===== config.mk =====
export PLATFORM = sky130hd
export DESIGN_NAME = pillar_animator_flat
export DESIGN_NICKNAME = d
export VERILOG_FILES = /design/src/rtl/pillar_animator_if.sv /design/src/rtl/pillar_animator.sv /design/src/flat_wrapper.sv
export SDC_FILE = /design/constraint.sdc
export NUM_CORES = 1
export LEC_CHECK = 0
export ABC_CLOCK_PERIOD_IN_PS = 2500
export CAP_MARGIN = 20
export CORE_ASPECT_RATIO = 0.6
export CORE_MARGIN = 1
export CORE_UTILIZATION = 45
export DETAILED_ROUTE_END_ITERATION = 8
export PLACE_DENSITY = 0.7
export SLEW_MARGIN = 10
export SYNTH_ARGS = -nofsm -noshare
export SYNTH_HDL_FRONTEND = slang
export SYNTH_SLANG_ARGS = --single-unit

===== constraint.sdc =====
create_clock -name clock -period 2.5 [get_ports clock]
set_input_delay 0.25 -clock clock [delete_from_list [all_inputs] [get_ports clock]]
set_output_delay 0.25 -clock clock [all_outputs]
set_load 0.02 [all_outputs]

===== src/rtl/pillar_animator_if.sv =====
// Plot/handshake bundle between the pillar animator, the game-state controller
// and the VGA write-port mux.
//   startAnimation : controller -> animator, level request to begin raising
//   plotX/plotY    : pixel coordinate to write (9-bit X, 8-bit Y)
//   plotColour     : pixel colour
//   plotEn         : write strobe, one pixel per cycle
//   doneAnimation  : animator -> controller, sticky completion level
//   pillarTop      : current pillar top row, used by collision/walkable logic
// modport master is the animator side, modport slave the consumer side.
interface pillar_animator_if;
  logic       startAnimation;
  logic [8:0] plotX;
  logic [7:0] plotY;
  logic [2:0] plotColour;
  logic       plotEn;
  logic       doneAnimation;
  logic [7:0] pillarTop;

  modport master (
    input  startAnimation,
    output plotX,
    output plotY,
    output plotColour,
    output plotEn,
    output doneAnimation,
    output pillarTop
  );

  modport slave (
    output startAnimation,
    input  plotX,
    input  plotY,
    input  plotColour,
    input  plotEn,
    input  doneAnimation,
    input  pillarTop
  );
endinterface


===== src/rtl/pillar_animator.sv =====
// Pillar raise animation. After startAnimation, waits FRAME_TICKS cycles, then
// lifts the pillar top by one row and paints that new row (PILLAR_W pixels,
// one per cycle) until the top reaches TOP_END, then holds doneAnimation high.
// Ports:
//   clock : system clock
//   reset : asynchronous, active-high reset
//   bus   : pillar_animator_if.master (start in; plot port, done, pillarTop out)
module pillar_animator #(
  parameter int unsigned PILLAR_X    = 150,
  parameter int unsigned PILLAR_W    = 16,
  parameter int unsigned TOP_START   = 200,
  parameter int unsigned TOP_END     = 120,
  parameter int unsigned FRAME_TICKS = 833333,
  parameter logic [2:0]  COLOUR      = 3'b110
) (
  input logic                clock,
  input logic                reset,
  pillar_animator_if.master  bus
);

  // Counter only has to reach FRAME_TICKS-1.
  localparam int unsigned CntW = ($clog2(FRAME_TICKS) > 0) ? $clog2(FRAME_TICKS) : 1;
  localparam logic [CntW-1:0] CntLast = CntW'(FRAME_TICKS - 1);
  localparam logic [6:0]      IdxLast = 7'(PILLAR_W - 1);
  localparam logic [7:0]      TopStart = 8'(TOP_START);
  localparam logic [7:0]      TopEnd   = 8'(TOP_END);
  localparam logic [8:0]      BaseX    = 9'(PILLAR_X);

  typedef enum logic [1:0] {StIdle, StWait, StDraw, StDone} state_e;

  state_e          state_q;
  logic [CntW-1:0] cnt_q;
  logic [6:0]      idx_q;
  logic [7:0]      top_q;
  logic [8:0]      plot_x_q;
  logic [7:0]      plot_y_q;
  logic            plot_en_q;
  logic            done_q;

  always_ff @(posedge clock or posedge reset) begin
    if (reset) begin
      state_q   <= StIdle;
      cnt_q     <= '0;
      idx_q     <= '0;
      top_q     <= TopStart;
      plot_x_q  <= BaseX;
      plot_y_q  <= TopStart;
      plot_en_q <= 1'b0;
      done_q    <= 1'b0;
    end else begin
      unique case (state_q)
        StIdle: begin
          if (bus.startAnimation) begin
            state_q <= StWait;
            cnt_q   <= '0;
          end
        end
        StWait: begin
          if (cnt_q == CntLast) begin
            // Raise the top and preload the first pixel of the new row so the
            // plot outputs come straight from registers during StDraw.
            state_q   <= StDraw;
            cnt_q     <= '0;
            idx_q     <= '0;
            top_q     <= top_q - 8'd1;
            plot_x_q  <= BaseX;
            plot_y_q  <= top_q - 8'd1;
            plot_en_q <= 1'b1;
          end else begin
            cnt_q <= cnt_q + 1'b1;
          end
        end
        StDraw: begin
          if (idx_q == IdxLast) begin
            plot_en_q <= 1'b0;
            if (top_q == TopEnd) begin
              state_q <= StDone;
              done_q  <= 1'b1;
            end else begin
              state_q <= StWait;
              cnt_q   <= '0;
            end
          end else begin
            idx_q    <= idx_q + 7'd1;
            plot_x_q <= plot_x_q + 9'd1;
          end
        end
        StDone: begin
          // Terminal until reset; doneAnimation stays high.
        end
      endcase
    end
  end

  assign bus.plotX         = plot_x_q;
  assign bus.plotY         = plot_y_q;
  assign bus.plotColour    = COLOUR;
  assign bus.plotEn        = plot_en_q;
  assign bus.doneAnimation = done_q;
  assign bus.pillarTop     = top_q;

endmodule


===== src/flat_wrapper.sv =====
// flat-port wrapper written by rule: the top's interface ports become plain ports
module pillar_animator_flat 
#(
  parameter int unsigned PILLAR_X    = 150,
  parameter int unsigned PILLAR_W    = 16,
  parameter int unsigned TOP_START   = 200,
  parameter int unsigned TOP_END     = 120,
  parameter int unsigned FRAME_TICKS = 833333,
  parameter logic [2:0]  COLOUR      = 3'b110
)
  (clock, reset, bus_startAnimation, bus_plotX, bus_plotY, bus_plotColour, bus_plotEn, bus_doneAnimation, bus_pillarTop);
  pillar_animator_if bus_i ();
  input logic clock;
  input logic reset;
  input wire logic [$bits(bus_i.startAnimation)-1:0] bus_startAnimation;
  output wire logic [$bits(bus_i.plotX)-1:0] bus_plotX;
  output wire logic [$bits(bus_i.plotY)-1:0] bus_plotY;
  output wire logic [$bits(bus_i.plotColour)-1:0] bus_plotColour;
  output wire logic [$bits(bus_i.plotEn)-1:0] bus_plotEn;
  output wire logic [$bits(bus_i.doneAnimation)-1:0] bus_doneAnimation;
  output wire logic [$bits(bus_i.pillarTop)-1:0] bus_pillarTop;
  assign bus_i.startAnimation = bus_startAnimation;
  assign bus_plotX = bus_i.plotX;
  assign bus_plotY = bus_i.plotY;
  assign bus_plotColour = bus_i.plotColour;
  assign bus_plotEn = bus_i.plotEn;
  assign bus_doneAnimation = bus_i.doneAnimation;
  assign bus_pillarTop = bus_i.pillarTop;
  pillar_animator #(.PILLAR_X(PILLAR_X), .PILLAR_W(PILLAR_W), .TOP_START(TOP_START), .TOP_END(TOP_END), .FRAME_TICKS(FRAME_TICKS), .COLOUR(COLOUR)) u_core (.clock(clock), .reset(reset), .bus(bus_i));
endmodule

==> flow_metrics.tcl, run 1 <==
set metrics [dict create \
    antenna_cells_inserted 0 \
    postSynthAreaPerCell_sq_um 9.01 \
    detail_route.vias_per_cell 5.96 \
    buffer_ports.inserted 29 \
    netSwitchingPower_mw 0.295 \
    rows 22 \
    final_cells 442 \
    yosysWarnings 0 \
    cts_tree "yes" \
    clk_pin_slew_ns 0.10 \
    dr.pass1.iters 4 \
    worst-slew-pin-transition_ns 0.653 \
    timing.final.setup_violations 0 \
    drtIter0Drc 204 \
    chipHeight_um 64.1 \
    drive_gt1_share_pct 12.3 \
    totalWireLength_mm 7.48 \
    grt_start_max_net_pins 31 \
    post-route-drc-count 0 \
    arrival_ns 2.70 \
    grt-ovfl-total 0 \
    synth_edf_count 0 \
    internal_power_mw 1.18 \
    boundaryPins 33 \
    number_of_antenna_violations_at_the_first_check_in_global_routing 0 \
    finalHoldViolCount 0 \
    max-clock-path-buffers 2 \
    flip_flop_and_latch_count_after_synthesis 48 \
    post_drt_wl_per_cell_um 16.9 \
    timing_max_transition_violations_final 0 \
    clock_tree.htree_level_count 2 \
    totalPowerFinal_mw 1.48 \
    grt_pass1_wl_mm 12.2 \
    cellPowerDensity_nw_per_um2 424 \
    place_hpwl_mm 5.36 \
    yosysUniqueCellTypes 49 \
    cts_inserted_buffers 5 \
    synth_sequential_area_ratio_pct 41.8 \
    critical_path.cell_chain "or4b_1 > or4_4 > o21a_4 > or4_1 > a21oi_2" \
    achievable-frequency_ghz 0.407 \
    clock_insertion_delay_worst_skew_ns 0.31 \
    flow.area_growth_from_synthesis_pct 20.5 \
    sw_frac_of_total_pct 20.0 \
    grt_pass1_vias 2420 \
    route.antenna.remaining_nets 0 \
    floorplan.initialDensity_pct 46.9 \
    number_of_sinks_driven_by_the_clock_tree 48 \
    criticalPathCategory "reg2reg" \
    run_status "completed" \
    irDropWorstVdd_v 0.000288 \
    fp.dieArea_sq_um 6760 \
    finalNetCount 371 \
    max-slew-margin-rel_pct 56.4 \
    period_minus_slack_ns 2.46 \
    clock_power_share_pct 45.7 \
    numPlacedInstances 432 \
    p_leak_nw 1.51 \
    fin_crit_sh_pct 98.3 \
    hold_slack_ns 0.347 \
    postCtsSetupRepairBufs 0 \
    critical_path.startpoint_type "flip-flop" \
    track_usage_pct 23.5 \
    ys_async_sr_fraction_pct 100 \
    totalNegativeSetupSlack_ns 0 \
    chipWidth_um 105 \
    core_sq_um 6170 \
    power.sequential.fraction_pct 52.6 \
    holdCritPathClass "in2async" \
    endpoint_kind "flip-flop" \
    synth_top_flop_cell "sky130_fd_sc_hd__dfrtp_1" \
    combinationalPowerShare_pct 1.7 \
    gpl.final_weighted_congestion 0.886 \
    netlist_instances 321 \
    largest_fanout_of_any_net_on_the_critical_path 6 \
    syn_area_sq_um 2890 \
    max_cap_violations 0 \
    critical-path-slowest-cell "sky130_fd_sc_hd__or4_4" \
    critical_path.max_stage_delay_ns 0.57 \
    dr_total_vias 2633 \
    crit_required_ns 2.74 \
    ctsRootBufferMaster "sky130_fd_sc_hd__clkbuf_8" \
    clock-skew-final_ns 0.00988 \
]
per-layer routing:
layer | routed length (um) | track usage, %
met5 | 0 | 0
met4 | 58 | 5.81
met3 | 541 | 4.59
met2 | 2980 | 32.3
met1 | 3900 | 36.8
worst max-delay path: cells and delay by family, from the launching register on:
family | cells | cell delay (ns)
and+or+nand+nor | 3 | 1.57
DFF | 1 | 0.43
AOI/OAI and AO/OA | 2 | 0.39
through the flow:
stage / cell area, sq um / util, % / setup slack [ns]
finish: 3480 / 56.5 / 0.0418
global route: 3480 / 56.5 / -0.00529
CTS: 3450 / 55.9 / 0.0329
detailed placement: 3320 / 53.8 / 0.0682
global placement: 3320 / 53.8 / 0.0832
floorplan: 2900 / - / 0.117
final cells by class:
class / count / area [sq um]
Clock buffer: 6 / 72.6
Fill cell: 551 / 2680
Sequential cell: 48 / 1210
Clock inverter: 2 / 60.1
Timing Repair Buffer: 49 / 453
Multi-Input combinational cell: 233 / 1510
Tap cell: 84 / 105
Inverter: 20 / 75.1
final timing paths:
| check | from | cells after the start | slack (ns) | to |
|---|---|---|---|---|
| min in group clock | u_core.bus.doneAnimation$_DFFE_PP0P_ | 1 | 0.51 | u_core.bus.doneAnimation$_DFFE_PP0P_ |
| max | u_core.cnt_q[17]$_DFFE_PP0P_ | 5 | 0.04 | u_core.bus.plotX[6]$_DFFE_PP0P_ |
| max reg2reg | u_core.cnt_q[17]$_DFFE_PP0P_ | 5 | 0.04 | u_core.bus.plotX[6]$_DFFE_PP0P_ |
| min | reset | 2 | 0.35 | u_core.cnt_q[11]$_DFFE_PP0P_ |
| min reg2reg | u_core.bus.doneAnimation$_DFFE_PP0P_ | 1 | 0.51 | u_core.bus.doneAnimation$_DFFE_PP0P_ |
| max in group asynchronous | reset | 3 | 1.47 | u_core.bus.pillarTop[7]$_DFFE_PP1P_ |
timing repair:
| action | CTS | global route |
|---|---|---|
| gates resized for setup | 0 | 3 |
| endpoints found under the hold margin | 0 | 0 |
| hold buffers | 0 | 0 |
| setup endpoints to repair | 0 | 9 |
synth_stat cells, drive strengths merged (6+ instances only):
cell    count  area (sq um)
buf        14           103
nand4b      6          52.6
or3         8          50.1
a21oi      17          85.1
dfrtp      41          1030
ha         11           138
nand3      20           100
nor3        7          35.0
dfstp       7           184
clkbuf      9          33.8
inv        20          75.1
o21ai      33           165
or4        17           131
nand2      26          97.6
nand4       9          56.3
nor2       10          37.5
nor4        8          50.1
sequential cells by signal (all words and copies together) (netlist names):
register and flops:
u_core.bus.plotX 9, u_core.bus.plotEn 1, u_core.state_q 2, u_core.bus.doneAnimation 1, u_core.idx_q 7, u_core.cnt_q 20
u_core.bus.pillarTop 8
kinds of logic after synthesis:
| group | count (synthesis) | synth area share (%) |
|---|---|---|
| flip-flops | 48 | 41.8 |
| multiplexers | 3 | 1.04 |
| AND/OR/NAND/NOR | 128 | 25.8 |
| XOR/XNOR | 7 | 2.12 |
| buffers and inverters | 43 | 7.31 |
| AO/OA/AOI/OAI | 79 | 16.9 |
| other | 2 | 0.260 |
| adder cells (fa/ha/maj) | 11 | 4.76 |
power by group through the flow:
stage / Combinational (mW) / Sequential (mW) / Clock (mW)
floorplan: 0.0188 / 0.791 / 0
global placement: 0.0266 / 0.791 / 0
detailed placement: 0.0268 / 0.791 / 0
CTS: 0.0268 / 0.776 / 0.679
global route: 0.0298 / 0.777 / 0.717
finish: 0.0255 / 0.776 / 0.674
layout by cell type (no fill, tap or decap), types with 8 or more instances in the layout:
| cell type | instances |
|---|---|
| sky130_fd_sc_hd__dfrtp_1 | 41 |
| sky130_fd_sc_hd__o21ai_0 | 32 |
| sky130_fd_sc_hd__clkdlybuf4s50_1 | 29 |
| sky130_fd_sc_hd__nand2_1 | 26 |
| sky130_fd_sc_hd__nand3_1 | 20 |
| sky130_fd_sc_hd__inv_1 | 19 |
| sky130_fd_sc_hd__buf_4 | 19 |
| sky130_fd_sc_hd__a21oi_1 | 16 |
| sky130_fd_sc_hd__or4_1 | 16 |
| sky130_fd_sc_hd__ha_1 | 11 |
| sky130_fd_sc_hd__nor2_1 | 10 |
| sky130_fd_sc_hd__nand4_1 | 9 |
| sky130_fd_sc_hd__or3_1 | 8 |
Note: power is estimated with default switching activity, not from simulation.
==> run 2: changes to the inputs <==
--- a/config.mk
+++ b/config.mk
@@ -11,7 +11,7 @@
 export CORE_MARGIN = 1
 export CORE_UTILIZATION = 45
 export DETAILED_ROUTE_END_ITERATION = 8
-export PLACE_DENSITY = 0.7
+export PLACE_DENSITY = 0.66
 export SLEW_MARGIN = 10
 export SYNTH_ARGS = -nofsm -noshare
 export SYNTH_HDL_FRONTEND = slang
==> run 2 against run 1 <==
Net effect: critical path depth unchanged; clock power down 28%; largest cell class unchanged; total power down 13%; sequential share of layout area up 0.15 points; critical path type unchanged.
==> flow_metrics.tcl, run 2 (same netlist as run 1, synthesis figures left out) <==
set metrics [dict create \
    grt_pass1_wl_mm 11.9 \
    critical_path.startpoint_type "flip-flop" \
    grt-ovfl-total 0 \
    fp.dieArea_sq_um 6760 \
    worstSetupStartpoint "u_core.cnt_q[3]$_DFFE_PP0P_" \
    post-route-drc-count 0 \
    gpl.final_weighted_congestion 0.837 \
    clock_tree.htree_level_count 2 \
    totalWireLength_mm 7.18 \
    timing_max_transition_violations_final 0 \
    met3_length_um 387 \
    cellPowerDensity_nw_per_um2 370 \
    timing.reg2reg.worst_path_depth 5 \
    sw_frac_of_total_pct 22.1 \
    core_sq_um 6170 \
    arrival_ns 2.72 \
    dr_total_vias 2606 \
    internal_power_mw 1.00 \
    met1_length_mm 3.88 \
    chipWidth_um 105 \
    final_common_cell "sky130_fd_sc_hd__dfrtp_1" \
    cts_inserted_buffers 5 \
    achievable-frequency_ghz 0.402 \
    max-clock-path-buffers 2 \
    run_status "completed" \
    placed_area_sq_um 3320 \
    largest-register "u_core.cnt_q" \
    period_minus_slack_ns 2.49 \
    max-slew-margin-rel_pct 58.1 \
    clock_insertion_delay_worst_skew_ns 0.30 \
    final_util_pct 56.3 \
    holdCritPathClass "in2async" \
    ctsRootBufferMaster "sky130_fd_sc_hd__clkbuf_8" \
    grt_start_max_net_pins 49 \
    track_usage_pct 22.4 \
    crit_required_ns 2.73 \
    totalPowerFinal_mw 1.29 \
    number_of_sinks_driven_by_the_clock_tree 48 \
    criticalPathCategory "reg2reg" \
    finalNetCount 374 \
    detail_route.vias_per_cell 5.86 \
    drive_gt1_share_pct 14.1 \
    rsz0062_at_grt "true" \
    power.sequential.fraction_pct 60.4 \
    flow.area_growth_from_synthesis_pct 20.1 \
    largest_fanout_of_any_net_on_the_critical_path 6 \
    endpoint_kind "flip-flop" \
    setup.worst_path.end "u_core.bus.plotX[6]$_DFFE_PP0P_" \
    ff2ff_setup_slack_ns 0.01 \
    buffer_ports.inserted 29 \
    clock_power_share_pct 37.7 \
    layout_common_cells "sky130_fd_sc_hd__dfrtp_1, sky130_fd_sc_hd__o21ai_0, sky130_fd_sc_hd__clkdlybuf4s50_1" \
    boundaryPins 33 \
    worst-slew-pin-transition_ns 0.629 \
    post-route-cell-area_sq_um 3470 \
    max_cap_violations 0 \
    timing.final.setup_violations 0 \
    antenna_cells_inserted 0 \
    route.top_layer_used "met4" \
    post_drt_wl_per_cell_um 16.1 \
    drtIter0Drc 191 \
    ctsHoldBuffers 0 \
    finalHoldViolCount 0 \
    worst_r2r_endpoint "u_core.bus.plotX[6]$_DFFE_PP0P_" \
    numPlacedInstances 432 \
    final_cells 445 \
    chipHeight_um 64.1 \
    netSwitchingPower_mw 0.284 \
    rows 22 \
    totalNegativeSetupSlack_ns 0 \
    floorplan.initialDensity_pct 46.9 \
    combinationalPowerShare_pct 1.9 \
    number_of_antenna_violations_at_the_first_check_in_global_routing 0 \
    place_hpwl_mm 5.02 \
    worst_r2r_startpoint "u_core.cnt_q[3]$_DFFE_PP0P_" \
    cts_tree "yes" \
    grt_pass1_vias 2443 \
    clk_pin_slew_ns 0.09 \
    irDropWorstVdd_v 0.000208 \
    p_leak_nw 1.51 \
    dr.pass1.iters 5 \
    clock-skew-final_ns 0.00374 \
    detailroute.wirelength.met2_mm 2.86 \
    route.antenna.remaining_nets 0 \
    fin_crit_sh_pct 99.4 \
    largest_register_ffs 20 \
]
==> run 2: cell types whose count changed in the layout (fill, tap and decap cells not counted), sizes merged <==
cell | before | now
buf | 20 | 23
bufinv | 2 | 0
clkinv | 0 | 2
==> run 2: how the worst min path moves through the flow <==
stage	cells past startpoint	slack, ns	to	from
3_3_place_gp	1	0.45	u_core.bus.doneAnimation$_DFFE_PP0P_	u_core.bus.doneAnimation$_DFFE_PP0P_
2_1_floorplan	2	0.49	u_core.idx_q[6]$_DFFE_PP0P_	u_core.idx_q[6]$_DFFE_PP0P_
3_5_place_dp	1	0.46	u_core.bus.doneAnimation$_DFFE_PP0P_	u_core.bus.doneAnimation$_DFFE_PP0P_
6_report	3	0.43	u_core.cnt_q[13]$_DFFE_PP0P_	reset
4_1_cts	3	0.45	u_core.cnt_q[13]$_DFFE_PP0P_	reset
5_1_grt	3	0.52	u_core.cnt_q[13]$_DFFE_PP0P_	reset
==> run 2: layout make-up <==
class,instances,area (sq um)
sequential,48,1210
clock inverter,2,10.0
inverter,20,75.1
multi-input combinational,233,1510
tap,84,105
clock buffer,6,82.6
fill,569,2690
timing repair buffer,52,475
==> run 2: power by group through the flow <==
stage	Sequential, mW	Combinational [mW]	Clock (mW)
floorplan	0.791	0.0188	0
global placement	0.791	0.0258	0
detailed placement	0.791	0.0251	0
CTS	0.776	0.0252	0.499
global route	0.776	0.0284	0.532
finish	0.776	0.0239	0.485
==> run 2: metal layers <==
layer | global-route usage, % | up-vias
met4 | 4.75 | 0
met1 | 34.6 | 1251
met2 | 32.6 | 85
met5 | 0 | -
met3 | 3.67 | 7
li1 | - | 1263
==> run 2: worst max-delay path: stages (launching register included) <==
cell	delay, ns
sky130_fd_sc_hd__dfrtp_1	0.41
sky130_fd_sc_hd__or4bb_1	0.52
sky130_fd_sc_hd__or4_4	0.57
sky130_fd_sc_hd__o21a_4	0.27
sky130_fd_sc_hd__or4_4	0.51
sky130_fd_sc_hd__a21oi_2	0.14
==> run 2: through the flow <==
| stage | hold WS [ns] | setup WS (ns) |
|---|---|---|
| floorplan | 0.492 | 0.117 |
| global placement | 0.450 | 0.0984 |
| detailed placement | 0.463 | 0.0543 |
| CTS | 0.454 | 0.0277 |
| global route | 0.515 | -0.0310 |
| finish | 0.426 | 0.0143 |
==> run 2: repair_timing <==
item | in CTS | in global routing
resized for setup | 0 | 6
setup buffers | 0 | 3
setup endpoints to repair | 0 | 2
